[config.mk]
export PLATFORM = sky130hd
export DESIGN_NAME = ab_pattern_gen
export DESIGN_NICKNAME = d
export VERILOG_FILES = /design/src/rtl/ab_pattern_gen.sv
export SDC_FILE = /design/constraint.sdc
export NUM_CORES = 1
export LEC_CHECK = 0
export ABC_AREA = 0
export CAP_MARGIN = 10
export CORE_UTILIZATION = 40
export CTS_CLUSTER_DIAMETER = 80
export DETAILED_ROUTE_END_ITERATION = 8
export SETUP_SLACK_MARGIN = 0.1
export SYNTH_ARGS = -nofsm -noshare
export SYNTH_HDL_FRONTEND = slang
export SYNTH_SLANG_ARGS = --single-unit
[constraint.sdc]
create_clock -name Clk -period 2.5 [get_ports Clk]
set_clock_uncertainty 0.1 [all_clocks]
set_input_delay 0.5 -clock Clk [delete_from_list [all_inputs] [get_ports Clk]]
set_output_delay 0.5 -clock Clk [all_outputs]
set_load 0.02 [all_outputs]
[src/rtl/ab_pattern_gen.sv]
// Symbol-pattern generator for the two-input (a,b) detector interface.
// Loads up to DEPTH 2-bit {a,b} symbols, then plays them one per clock, optionally repeated.
module ab_pattern_gen #(
    parameter int DEPTH = 8,
    parameter int PTR_W = 3,
    parameter int REP_W = 4
) (
    input  logic             Clk,
    input  logic             Rst,
    input  logic             wr_en,
    input  logic [1:0]       wr_data,
    input  logic             clear,
    input  logic             start,
    input  logic [REP_W-1:0] repeat_cnt,
    output logic             a,
    output logic             b,
    output logic             valid,
    output logic             busy,
    output logic             done,
    output logic [PTR_W:0]   level,
    output logic             full,
    output logic             err
);

    typedef enum logic [1:0] {
        ST_IDLE,
        ST_PLAY,
        ST_DONE
    } state_t;

    localparam logic [PTR_W:0] LEVEL_MAX = (PTR_W+1)'(DEPTH);
    localparam logic [PTR_W:0] IDX_ONE   = (PTR_W+1)'(1);

    state_t             state_q, state_d;
    logic [PTR_W:0]     level_q, level_d;
    logic [PTR_W:0]     idx_q, idx_d;
    logic [REP_W-1:0]   pass_q, pass_d;
    logic [1:0]         ab_q, ab_d;
    logic               err_q, err_d;
    logic               mem_we;
    logic [1:0]         first_sym;
    logic [1:0]         sym_mem_q [DEPTH];

    logic full_w;
    assign full_w = (level_q == LEVEL_MAX);

    // NOTE: the symbol store has no reset; its contents are qualified by level_q,
    // so clearing it would only cost a reset net on every storage bit.
    always_ff @(posedge Clk) begin
        if (mem_we) begin
            sym_mem_q[level_q[PTR_W-1:0]] <= wr_data;
        end
    end

    always_ff @(posedge Clk or posedge Rst) begin
        if (Rst) begin
            state_q <= ST_IDLE;
            level_q <= '0;
            idx_q   <= '0;
            pass_q  <= '0;
            ab_q    <= '0;
            err_q   <= 1'b0;
        end else begin
            state_q <= state_d;
            level_q <= level_d;
            idx_q   <= idx_d;
            pass_q  <= pass_d;
            ab_q    <= ab_d;
            err_q   <= err_d;
        end
    end

    // NOTE: every signal gets a default first so no path through the case infers a latch.
    always_comb begin
        state_d   = state_q;
        level_d   = level_q;
        idx_d     = idx_q;
        pass_d    = pass_q;
        ab_d      = ab_q;
        err_d     = err_q;
        mem_we    = 1'b0;
        first_sym = sym_mem_q[0];

        case (state_q)
            ST_IDLE: begin
                if (clear) begin
                    level_d = '0;
                end else if (wr_en) begin
                    if (full_w) begin
                        err_d = 1'b1;
                    end else begin
                        mem_we  = 1'b1;
                        level_d = level_q + 1'b1;
                    end
                end
                // A write into an empty buffer must be playable on the same edge.
                if (level_q == '0 && mem_we) begin
                    first_sym = wr_data;
                end
                if (start) begin
                    if (level_d == '0) begin
                        state_d = ST_DONE;
                    end else begin
                        state_d = ST_PLAY;
                        ab_d    = first_sym;
                        idx_d   = IDX_ONE;
                        pass_d  = repeat_cnt;
                    end
                end
            end

            ST_PLAY: begin
                if (wr_en || clear || start) begin
                    err_d = 1'b1;
                end
                if (idx_q < level_q) begin
                    ab_d  = sym_mem_q[idx_q[PTR_W-1:0]];
                    idx_d = idx_q + 1'b1;
                end else if (pass_q != '0) begin
                    pass_d = pass_q - 1'b1;
                    ab_d   = sym_mem_q[0];
                    idx_d  = IDX_ONE;
                end else begin
                    ab_d    = '0;
                    state_d = ST_DONE;
                end
            end

            ST_DONE: state_d = ST_IDLE;

            default: state_d = ST_IDLE;
        endcase
    end

    always_comb begin
        a     = ab_q[1];
        b     = ab_q[0];
        valid = (state_q == ST_PLAY);
        busy  = (state_q == ST_PLAY);
        done  = (state_q == ST_DONE);
        level = level_q;
        full  = full_w;
        err   = err_q;
    end

endmodule

==> run metrics <==
Gate power share=0.524; CORE AREA=4470 µm²; Hold WC Path Type=reg2reg; number of synthesized flops with an enable pin=16; FF+latch count, synth=33; Initial DRC Count=a little under 100; reg2reg start=level[1]$_DFFE_PP0N_; P_int=roughly 1.5 mW; TritonCTS clock tree=built; Final Hold Vio Count=0; antenna cells=0; startpoint types=input pin; initial antenna violation count=0; cells along the critical path=clkdlybuf4s50_1, buf_4, a21boi_0, a211oi_2, buf_4, a31oi_1, nand3_1, a211o_1; CP bufs+invs=3; fin nets=230; min-delay src=err$_DFFE_PP0P_; top-level port count=22; Slew @ Worst Pin=just over 0.7 ns; Hold Buf Count CTS=0; Max stage delay on crit path=0.42 ns; Slew Limit Fails=0; sequential share of power=0.322; Worst-path clk slew=0.07 ns; CP top delay family=compound AO/OA/AOI/OAI gates; Lkg Pwr=~1 nW; Relative slew margins=0.527; Clk network pwr share=0.154; gr ovfl total=0; dpl cells=about 260; CP Capture Type=flip-flop; hpwl dp=3.41 mm; CTS max path bufs=2; Clock Latency Late Sink=0.28 ns; Via density=around 5.6; most common cell after layout, fill and taps aside=clkdlybuf4s50_1; hold path depth=1; Unique masters post-synth=46; PostCTS Resize Cnt=1; data required time of the worst path=2.57 ns; final setup fails=0; flop-to-flop setup slack=0.27 ns; Num CTS Buffers=5; Reg-to-Reg End=ab_q[1]$_DFFE_PP0P_; Mean Syn Cell Area=11.1 µm²; Seq/Total Area, Yosys=0.474; Post-synth ARST share=0.515; max cap viols=0; Critical Path AT=between 2 and 2.5 ns; Area Overhead vs Synth=23.2%; overall die area=5060 µm²; pin count of the biggest net entering global routing=18; kind of critical path=in2reg; Root Buffer=clkbuf_8; Vias=approximately 1500; worst-path maximum fanout=10; fmax=roughly 440 MHz; crit path time final=2.28 ns; Wirelength per Cell=16.7 µm; global-route wire length before repair=7.30 mm; FP Rows=24; DRC Markers=1; clock sinks=33; Synth warnings=0; unrepaired setup endpoints after global routing=false; GRT Overall Usage=0.194; Detail Route Antenna Nets=0; Yosys top cell area share=0.251; setup bufs post-CTS=0; Tcrit/Tclk final=0.913; Critical Path Slowest Stage Cell=clkdlybuf4s50_1; status=complete, but fails checks; first drt pass iteration count=8; reg2reg path depth=7; Syn Nets=around 190; maximum VDD drop=0.000396 V; H-Tree Depth=2; DIE WIDTH=approximately 70 µm; Routed WL=4.41 mm; vias in the first global route=1501; synthesized instance count=roughly 170; failing checks=DRC; most frequent cells in the layout=clkdlybuf4s50_1, nor2_1, buf_4, dfrtp_1, edfxtp_1; Die Height=71.2 µm; Placer Congestion=0.805; Min Hold Slack=slightly below 0.4 ns; top cells by area, synth=edfxtp_1, dfrtp_1, mux4_1; Post-Syn Area=1910 µm²; post-route insts no fill=265; P_sw=around 1 mW; top_reg_cell synth=dfrtp_1; Power per Cell Area=1070 nW/µm²; switch share=0.397; layout cells sized above 1=0.169; IO Port Bufs=21; initial core utilization=0.428; post-synth top area cell=edfxtp_1; Hold Crit Endpoint=err$_DFFE_PP0P_; crit-path most repeated cell=buf_4
-- registers in the layout, indices dropped and copies added, names as in the netlist --
signal,count
sym_mem_q,16
idx_q,4
level,4
pass_q,4
ab_q,2
state_q,2
err,1
-- cell type report --
type | count | area [µm²]
fill | 407 | 2120
sequential | 33 | 906
multi-input combinational | 119 | 902
timing repair buffer | 39 | 344
clock buffer | 5 | 68.8
tap | 52 | 65.1
inverter | 14 | 52.6
clock inverter | 3 | 17.5
-- worst reg2reg max path, stage by stage (launching register included) --
cell and delay, ns:
dfrtp_1 0.38, inv_1 0.13, ha_1 0.25, mux2_2 0.28, a211oi_2 0.27, nand3_1 0.11, and3_1 0.29, mux2_4 0.33
-- worst max-delay path by stage --
| stage | start | end | depth (start not counted) |
|---|---|---|---|
| 4_1_cts | state_q[1]$_DFFE_PP0P_ | valid | 3 |
| 3_5_place_dp | wr_en | idx_q[3]$_DFFE_PP0P_ | 8 |
| 6_report | wr_en | idx_q[3]$_DFFE_PP0P_ | 8 |
| 3_3_place_gp | wr_en | ab_q[0]$_DFFE_PP0P_ | 6 |
| 2_1_floorplan | level[1]$_DFFE_PP0N_ | ab_q[0]$_DFFE_PP0P_ | 8 |
| 5_1_grt | wr_en | idx_q[3]$_DFFE_PP0P_ | 8 |
-- through the flow --
step | util | setup TNS, ns | total power, mW | cell area (µm²) | setup WS (ns)
3_5_place_dp | 0.508 | -0.142 | 2.14 | 2270 | -0.0664
4_1_cts | 0.527 | 0 | 2.54 | 2360 | 0.223
5_1_grt | 0.527 | 0 | 2.71 | 2360 | 0.105
6_report | 0.527 | 0 | 2.53 | 2360 | 0.217
3_3_place_gp | 0.508 | -0.0276 | 2.11 | 2270 | -0.0138
2_1_floorplan | - | 0 | 1.70 | 1910 | 0.123
-- layer usage --
metal,vias to the layer above,part of all wire,wire [µm],track usage
met5,-,0,0,0
met2,32,0.48,2100,0.315
li1,723,-,-,-
met3,6,0.039,173,0.0427
met4,0,0.015,65,0.0711
met1,723,0.47,2080,0.254
-- synthesized netlist by cell type, types with 3 or more instances --
cell and number:
a31oi_1 3, edfxtp_1 16, buf_2 3, o21ai_0 8, ha_1 7, a21oi_1 4, a22o_1 5, nand3_1 5
mux4_1 4, mux2_2 4, nand2_1 13, inv_1 14, nand2b_1 4, nor2_1 18, dfrtp_1 17, nor3_1 7
-- logic make-up after synthesis --
group / Yosys count / synth area share
and+or+nand+nor: 62 / 0.167
AOI/OAI and AO/OA: 38 / 0.154
DFF: 33 / 0.474
buffers and inverters: 21 / 0.0549
muxes: 12 / 0.105
adders and majority gates: 7 / 0.0458
-- power groups by stage --
stage	logic [mW]	clock network, mW	registers, mW
2_1_floorplan	0.860	0	0.841
3_3_place_gp	1.29	0	0.820
3_5_place_dp	1.31	0	0.825
4_1_cts	1.32	0.400	0.814
5_1_grt	1.45	0.425	0.831
6_report	1.33	0.390	0.814
(Power assumes the default switching activity.)
